## src/rtl/alu_cmd_issuer.sv

```systemverilog
// alu_cmd_issuer: buffers ALU commands in a FIFO, drives the external
// combinational ALU from the FIFO head and registers results.
// Ports:
//   clk, rst          - clock, synchronous active-high reset
//   cmd_*             - command input (valid/ready, a, b, op)
//   alu_a/b/aluc      - drive to ALU; alu_s is the ALU result
//   res_*             - registered result (valid/ready, s, op, zero)
//   fifo_count        - entries currently queued
module alu_cmd_issuer #(
  parameter int DEPTH = 4
) (
  input  logic                     clk,
  input  logic                     rst,
  input  logic                     cmd_valid,
  output logic                     cmd_ready,
  input  logic [31:0]              cmd_a,
  input  logic [31:0]              cmd_b,
  input  logic [1:0]               cmd_op,
  output logic [31:0]              alu_a,
  output logic [31:0]              alu_b,
  output logic [1:0]               alu_aluc,
  input  logic [31:0]              alu_s,
  output logic                     res_valid,
  input  logic                     res_ready,
  output logic [31:0]              res_s,
  output logic [1:0]               res_op,
  output logic                     res_zero,
  output logic [$clog2(DEPTH):0]   fifo_count
);

  localparam int AW = $clog2(DEPTH);
  localparam int CW = AW + 1;

  typedef struct packed {
    logic [31:0] a;
    logic [31:0] b;
    logic [1:0]  op;
  } cmd_t;

  cmd_t          mem_q [DEPTH];
  cmd_t          mem_d [DEPTH];
  logic [AW-1:0] wr_ptr_q, wr_ptr_d;
  logic [AW-1:0] rd_ptr_q, rd_ptr_d;
  logic [CW-1:0] count_q, count_d;
  logic          res_valid_q, res_valid_d;
  logic [31:0]   res_s_q, res_s_d;
  logic [1:0]    res_op_q, res_op_d;
  logic          res_zero_q, res_zero_d;

  logic  empty;
  logic  push;
  logic  issue;
  cmd_t  head;

  assign empty = (count_q == '0);
  assign head  = mem_q[rd_ptr_q];

  // No pass-through when full: a same-cycle pop does not free a slot.
  assign cmd_ready = !rst && (count_q < CW'(DEPTH));
  assign push      = cmd_valid && cmd_ready;
  assign issue     = !empty && (!res_valid_q || res_ready);

  assign alu_a    = empty ? 32'd0 : head.a;
  assign alu_b    = empty ? 32'd0 : head.b;
  assign alu_aluc = empty ? 2'd0  : head.op;

  always_comb begin
    mem_d       = mem_q;
    wr_ptr_d    = wr_ptr_q;
    rd_ptr_d    = rd_ptr_q;
    count_d     = count_q + CW'(push) - CW'(issue);
    res_valid_d = res_valid_q;
    res_s_d     = res_s_q;
    res_op_d    = res_op_q;
    res_zero_d  = res_zero_q;
    if (push) begin
      mem_d[wr_ptr_q] = '{a: cmd_a, b: cmd_b, op: cmd_op};
      wr_ptr_d        = wr_ptr_q + AW'(1);
    end
    if (issue) begin
      rd_ptr_d    = rd_ptr_q + AW'(1);
      res_valid_d = 1'b1;
      res_s_d     = alu_s;
      res_op_d    = head.op;
      res_zero_d  = (alu_s == 32'd0);
    end else if (res_valid_q && res_ready) begin
      res_valid_d = 1'b0;
    end
  end

  always_ff @(posedge clk) begin
    if (rst) begin
      wr_ptr_q    <= '0;
      rd_ptr_q    <= '0;
      count_q     <= '0;
      res_valid_q <= 1'b0;
      res_s_q     <= '0;
      res_op_q    <= '0;
      res_zero_q  <= 1'b0;
    end else begin
      wr_ptr_q    <= wr_ptr_d;
      rd_ptr_q    <= rd_ptr_d;
      count_q     <= count_d;
      res_valid_q <= res_valid_d;
      res_s_q     <= res_s_d;
      res_op_q    <= res_op_d;
      res_zero_q  <= res_zero_d;
    end
  end

  // Storage needs no reset: entries are only read when count says valid.
  always_ff @(posedge clk) begin
    mem_q <= mem_d;
  end

  assign res_valid  = res_valid_q;
  assign res_s      = res_s_q;
  assign res_op     = res_op_q;
  assign res_zero   = res_zero_q;
  assign fifo_count = count_q;

endmodule

```

## config.mk

```make
export PLATFORM = sky130hd
export DESIGN_NAME = alu_cmd_issuer
export DESIGN_NICKNAME = d
export VERILOG_FILES = /design/src/rtl/alu_cmd_issuer.sv
export SDC_FILE = /design/constraint.sdc
export NUM_CORES = 1
export LEC_CHECK = 0
export ABC_AREA = 0
export BUFFER_PORTS_ARGS = -buffer_cell sky130_fd_sc_hd__buf_2
export CAP_MARGIN = 40
export CORE_MARGIN = 5
export CORE_UTILIZATION = 50
export DETAILED_ROUTE_END_ITERATION = 6
export PLACE_DENSITY_LB_ADDON = 0.25
export SETUP_SLACK_MARGIN = 0.5
export SYNTH_ARGS = -nofsm -noshare
export SYNTH_HDL_FRONTEND = slang
export SYNTH_SLANG_ARGS = --single-unit
```

## constraint.sdc

```tcl
create_clock -name clk -period 5.8 [get_ports clk]
set_input_delay 1.74 -clock clk [delete_from_list [all_inputs] [get_ports clk]]
set_output_delay 1.74 -clock clk [all_outputs]
set_load 0.02 [all_outputs]
```

==> results by group, run 1 <==
Place
  – Placed wire-length estimate: around 15000 um
  – Count of port buffers added during placement: around 210
  – Pre-CTS WS: 1.44 ns
  – Placer congestion estimate: 0.876

Job
  – Number of max-cap violations: 0

Clock tree
  – Clock transition time at the flip-flop clock pins of the worst setup and hold paths: ~0.050 ns
  – Worst skew pair latency: just under 0.5 ns
  – Number of buffers added for setup after CTS: 0
  – Clock Root Buffer: clkbuf_16
  – TritonCTS clock tree: yes
  – Clk sink count: 307
  – Resized cells post-CTS: 0
  – Cts bufs inserted: 34
  – Number of H-tree branching levels: 2
  – Clk buf depth: 3
  – CTS Hold Buffers Added: 0

Worst setup path
  – CP max stage delay: 0.63 ns
  – Kind of start point of the critical path: input pin
  – Crit. End Element: primary output
  – Critical Path AT: 2.62 ns
  – Required time reported for the critical path endpoint: between 4 and 5 ns
  – Slowest stage cell, crit path: buf_2
  – Most common cell on crit path: buf_2
  – Category of the critical setup timing path: input pin to primary output
  – Ordered cell list for the critical path: buf_2, nor2_1, buf_2
  – Cell class contributing the biggest share of worst-path delay: buffers and inverters
  – Worst-path fanout max: 46
  – Crit path buf inv count: 2

Finish
  – Commonest non-fill, non-tap cells in the layout: edfxtp_1, buf_2, and2_1
  – Area of combinational cells with multiple inputs: 2790 sq um
  – Synthesis-to-finish area growth: 21.0%
  – Area used by sequential logic in the layout: roughly 9000 sq um
  – Post-layout net count: ~960
  – Fill cell total of the finished layout: between 1500 and 2000
  – Most common library cell in the layout ignoring fill and taps: edfxtp_1
  – Finished Core Util: 0.613
  – Fraction of layout cells with a size suffix above 1: 0.389

GRT
  – Wire length of the first global-routing pass: around 39000 um
  – Total Routing Usage GR: 0.185
  – Initial antenna violation count: 4
  – Vias in the first global route: ~7200
  – Global route total overflow: 0
  – Maximum number of pins on one net before global-route repair: 82

Drt
  – Detailed router's first-iteration violation count: 810
  – Number of nets still failing antenna checks after routing: 0
  – First drt pass iteration count: 7
  – Aggregate routed wire length: between 20000 and 25000 um
  – Detailed-route vias per instance: 5.47
  – Total vias in the final route: approximately 6500
  – Drt wl/cell: between 20 and 25 um
  – DRC Markers: 0

Timing
  – Clock skew after layout: 0.0144 ns
  – Slew at the pin with the worst max-slew slack: 0.854 ns
  – Final count of negative-setup-slack endpoints: 0
  – Period utilisation layout: 0.752
  – Min setup slack post-route: 1.44 ns
  – Max Clock Freq: around 0.23 GHz
  – Minimum clock period after layout: between 4 and 5 ns
  – Headroom to the max-slew limit: 0.431
  – Final Hold Vio Count: 0
  – Final Max Slew Viols: 0
  – Summed negative setup slack over all endpoints: 0 ns
  – RSZ-0062 raised after global routing: no

Yosys
  – Synth top area cells: edfxtp_1, mux4_2, dfxtp_1
  – Flip-flop cell with the highest count after synthesis: edfxtp_1
  – Portion of synthesized cell area occupied by the leading cell type: 0.671
  – Syn Inst Count: around 640
  – Number of different library cells in the post-synthesis netlist: 31
  – Syn nets: between 700 and 800
  – Average cell area after synthesis: between 15 and 20 sq um
  – Share of synthesized flip-flops with an asynchronous set or reset: 0
  – Share of the yosys chip area belonging to registers: 0.744
  – Number of flops mapped to enable cells by yosys: between 200 and 300
  – Number of synthesis warnings: 0
  – Post-synthesis register bit count: 307
  – Cell area after technology mapping: roughly 12000 sq um
  – Yosys top cell by area: edfxtp_1

Floorplan
  – Chip Height: about 160 um
  – Count of standard-cell rows: 56
  – Effective utilization at floorplan: 0.506
  – Die boundary width: between 150 and 200 um
  – I/O pin cnt: 208
  – Total core area: between 20000 and 25000 sq um
  – Area enclosed by the die boundary: ~27000 sq um

Pwr
  – P_leak: between 5 and 6 nW
  – Cell Pwr Density: slightly below 500 nW/um^2
  – IR drop worst, VDD: between 0.3 and 0.4 mV
  – Power Total: roughly 0.0069 W

Status
  – Outcome: complete, no violations

Worst hold path
  – HP Class: flip-flop to flip-flop
==> power breakdown <==
group          switching, W  leakage [nW]  internal, W
Clock              0.000793         0.529      0.00128
Combinational       0.00124          1.79     0.000882
Sequential         0.000167          2.75      0.00258
==> sequential cells by signal (all words and copies together), names as in the netlist <==
name	flops
res_valid	1
fifo_count	3
res_s	32
wr_ptr_q	2
res_zero	1
res_op	2
rd_ptr_q	2
mem_q	264
==> kinds of logic after synthesis <==
group | Yosys count | share of synthesized area
and+or+nand+nor | 133 | 0.0655
adders and majority gates | 7 | 0.00805
xor gates and xnor gates | 2 | 0.00148
muxes | 66 | 0.126
DFF | 307 | 0.744
buffers and inverters | 50 | 0.0218
AOI/OAI and AO/OA | 76 | 0.0328
==> tightest hold or removal path, cell delays in order, from the launching register on <==
cell and delay [ns]:
dfxtp_1 0.30, o21ai_0 0.07, a21oi_1 0.06
==> per-stage QoR <==
step	instances	cell area, sq um	hold slack, ns
after floorplan	641	11800	0.507
after global placement	1128	13100	0.462
after detailed placement	1133	13200	0.470
after CTS	1191	14300	0.479
after global routing	1192	14300	0.499
final	1192	14300	0.476
==> routing by layer <==
metal / routed length (um) / vias to the layer above / GRT usage
met3: 2020 / 51 / 0.0504
li1: - / 2946 / -
met5: 33 / - / 0
met2: 12500 / 264 / 0.321
met1: 9400 / 3250 / 0.229
met4: 515 / 6 / 0.0541
==> layout make-up <==
| cell class | count | area share |
|---|---|---|
| antenna | 1 | 0.000175 |
| clock buffer | 40 | 0.0626 |
| clock inverter | 18 | 0.0132 |
| inverter | 6 | 0.00158 |
| multi-input combinational | 284 | 0.195 |
| sequential | 307 | 0.615 |
| tap | 319 | 0.0279 |
| timing repair buffer | 217 | 0.0840 |
==> cell usage after synthesis (all sizes together) (2+ instances only) <==
| library cell | number |
|---|---|
| nor2 | 6 |
| o21ai | 36 |
| nor2b | 3 |
| nor4 | 7 |
| dfxtp | 43 |
| inv | 6 |
| buf | 20 |
| ha | 6 |
| and2 | 71 |
| nand3 | 36 |
| o31ai | 3 |
| edfxtp | 264 |
| clkbuf | 24 |
| mux4 | 66 |
| nor3 | 3 |
| a21oi | 37 |
| nand4 | 2 |
==> worst paths after layout <==
| kind | from | cells after the start | slack, ns | end |
|---|---|---|---|---|
| worst max-delay path | rst | 3 | 1.44 | cmd_ready |
| worst min-delay path | res_s[28]$_SDFFE_PP0P_ | 2 | 0.48 | res_s[28]$_SDFFE_PP0P_ |
| worst max register to register | fifo_count[2]$_SDFF_PP0_ | 10 | 3.31 | fifo_count[2]$_SDFF_PP0_ |
| worst min register to register | res_s[28]$_SDFFE_PP0P_ | 2 | 0.48 | res_s[28]$_SDFFE_PP0P_ |
(Power assumes the default switching activity.)
==> run 2, diff against run 1 <==
- clock period: 5.8 -> 4.4 ns (I/O delays scaled with it)
==> run 2 against run 1 <==
  * Routed wire length about the same
  * Total power increased by 27%
  * Cell count about the same
  * Clock skew increased by 0.0022 ns
  * Count of clock-buffer cells in the layout increased by 5
  * Clock power increased by 17%
  * Critical path type is now flip-flop to primary output
==> results by group, run 2 (synthesis results as in run 1) <==
Drt
  – Detailed router's first-iteration violation count: about 670
  – First drt pass iteration count: 4
  – Aggregate routed wire length: approximately 25000 um
  – Drt wl/cell: ~21 um
  – DRC Markers: 0
  – Number of nets still failing antenna checks after routing: 0
  – Detailed-route vias per instance: ~5.4
  – Total vias in the final route: roughly 6500

Clock tree
  – Clock transition time at the flip-flop clock pins of the worst setup and hold paths: roughly 0.060 ns
  – Cts bufs inserted: 31
  – Clock Root Buffer: clkbuf_16
  – Clk buf depth: 3
  – TritonCTS clock tree: yes
  – Number of buffers added for setup after CTS: 0
  – CTS Hold Buffers Added: 0
  – Number of H-tree branching levels: 1
  – Clk sink count: slightly above 300
  – Worst skew pair latency: 0.54 ns
  – Resized cells post-CTS: 0

GRT
  – Total Routing Usage GR: 0.181
  – Initial antenna violation count: 4
  – Wire length of the first global-routing pass: around 38000 um
  – Vias in the first global route: 6878
  – Global route total overflow: 0
  – Maximum number of pins on one net before global-route repair: 83

Timing
  – Summed negative setup slack over all endpoints: 0 ns
  – Period utilisation layout: 0.837
  – Headroom to the max-slew limit: 0.442
  – Clock skew after layout: around 0.017 ns
  – Worst Hold Slack: 0.475 ns
  – Final count of negative-setup-slack endpoints: 0
  – RSZ-0062 raised after global routing: no
  – Final Hold Vio Count: 0
  – Minimum clock period after layout: between 3 and 4 ns
  – Slew at the pin with the worst max-slew slack: about 0.84 ns
  – Final Max Slew Viols: 0
  – Max Clock Freq: roughly 0.27 GHz

Pwr
  – Cell Pwr Density: 624 nW/um^2
  – Relative contribution of combinational cells to total power: 0.322
  – Proportion of total power due to net switching: 0.324
  – IR drop worst, VDD: just over 0.4 mV
  – P_leak: 5.02 nW
  – Cell internal pwr: about 0.0060 W
  – Power Total: about 0.0088 W
  – Sw Pwr: around 0.0029 W
  – Clock network fraction of design power: 0.274
  – Share of total power in sequential cells: 0.404

Finish
  – Fraction of layout cells with a size suffix above 1: 0.391
  – Most flops, register: mem_q
  – Most common library cell in the layout ignoring fill and taps: edfxtp_1
  – Flip-flop count of the largest register after layout: about 260
  – Synthesis-to-finish area growth: 19.9%
  – Post-layout net count: 958
  – Commonest non-fill, non-tap cells in the layout: edfxtp_1, buf_2, and2_1
  – Finished Core Util: 0.607

Worst hold path
  – HP Class: flip-flop to flip-flop
  – Number of cells on the worst hold path: 2

Floorplan
  – I/O pin cnt: approximately 210
  – Die boundary width: ~160 um
  – Count of standard-cell rows: 56
  – Area enclosed by the die boundary: roughly 27000 sq um
  – Total core area: about 23000 sq um
  – Chip Height: ~160 um
  – Effective utilization at floorplan: 0.506

Worst setup path
  – Crit. End Element: primary output
  – Worst-path fanout max: 21
  – Register-to-register setup slack: 1.82 ns
  – Category of the critical setup timing path: flip-flop to primary output
  – Kind of start point of the critical path: flip-flop
  – Critical Path AT: approximately 2.4 ns
  – Required time reported for the critical path endpoint: around 3.1 ns
  – Cell depth of the worst flop-to-flop path: 11

Place
  – Placed wire-length estimate: ~15000 um
  – Count of port buffers added during placement: roughly 210
  – Placer congestion estimate: 0.810

Job
  – Number of max-cap violations: 0

Status
  – Outcome: complete, no violations
run 2: cell count changes in the layout (fill, tap and decap cells not counted), moves of 2 or more:
cell / before / now
clkbuf_2: 0 / 5
bufinv_16: 4 / 0
clkbuf_8: 0 / 4
clkbuf_16: 35 / 32
buf_12: 4 / 6
buf_16: 2 / 0
clkinv_2: 4 / 2
run 2: through the flow:
stage | std cells | area (sq um) | setup slack [ns]
floorplan | 641 | 11800 | 0.551
global placement | 1134 | 13200 | 1.01
detailed placement | 1135 | 13200 | 0.859
CTS | 1192 | 14200 | 0.503
global route | 1193 | 14200 | 0.550
finish | 1193 | 14200 | 0.718
run 2: layout make-up:
| class | instances | area [sq um] |
|---|---|---|
| Timing Repair Buffer | 219 | 1200 |
| Clock buffer | 45 | 896 |
| Tap cell | 319 | 399 |
| Fill cell | 1742 | 9170 |
| Antenna cell | 1 | 2.50 |
| Clock inverter | 12 | 58.8 |
| Inverter | 6 | 22.5 |
| Sequential cell | 307 | 8800 |
| Multi-Input combinational cell | 284 | 2790 |
run 2: final timing paths:
| kind | endpoint | start |
|---|---|---|
| setup / recovery | alu_b[4] | rd_ptr_q[0]$_SDFFE_PP0P_ |
| hold / removal | res_s[6]$_SDFFE_PP0P_ | res_s[6]$_SDFFE_PP0P_ |
| setup reg to reg | fifo_count[2]$_SDFF_PP0_ | fifo_count[2]$_SDFF_PP0_ |
| hold reg to reg | res_s[6]$_SDFFE_PP0P_ | res_s[6]$_SDFFE_PP0P_ |
run 2: power by group through the flow:
stage	logic, W	registers (W)	clock network [W]
after floorplan	0.00195	0.00366	0
after global placement	0.00280	0.00366	0
after detailed placement	0.00290	0.00363	0
after CTS	0.00291	0.00357	0.00248
after global routing	0.00309	0.00360	0.00263
final	0.00284	0.00357	0.00242
run 2: per-layer routing:
metal	up-vias	part of all wire	global-route usage	routed length, um
li1	2949	-	-	-
met1	3264	0.39	0.227	9520
met2	214	0.52	0.321	12700
met3	40	0.075	0.0439	1840
met4	6	0.018	0.0435	452
met5	-	0.0016	0	39
run 2: worst max-delay path, stage by stage (launching register included):
cell and delay, ns:
dfxtp_4 0.55, buf_6 0.34, mux4_2 0.56, and2_1 0.18
buf_2 0.16
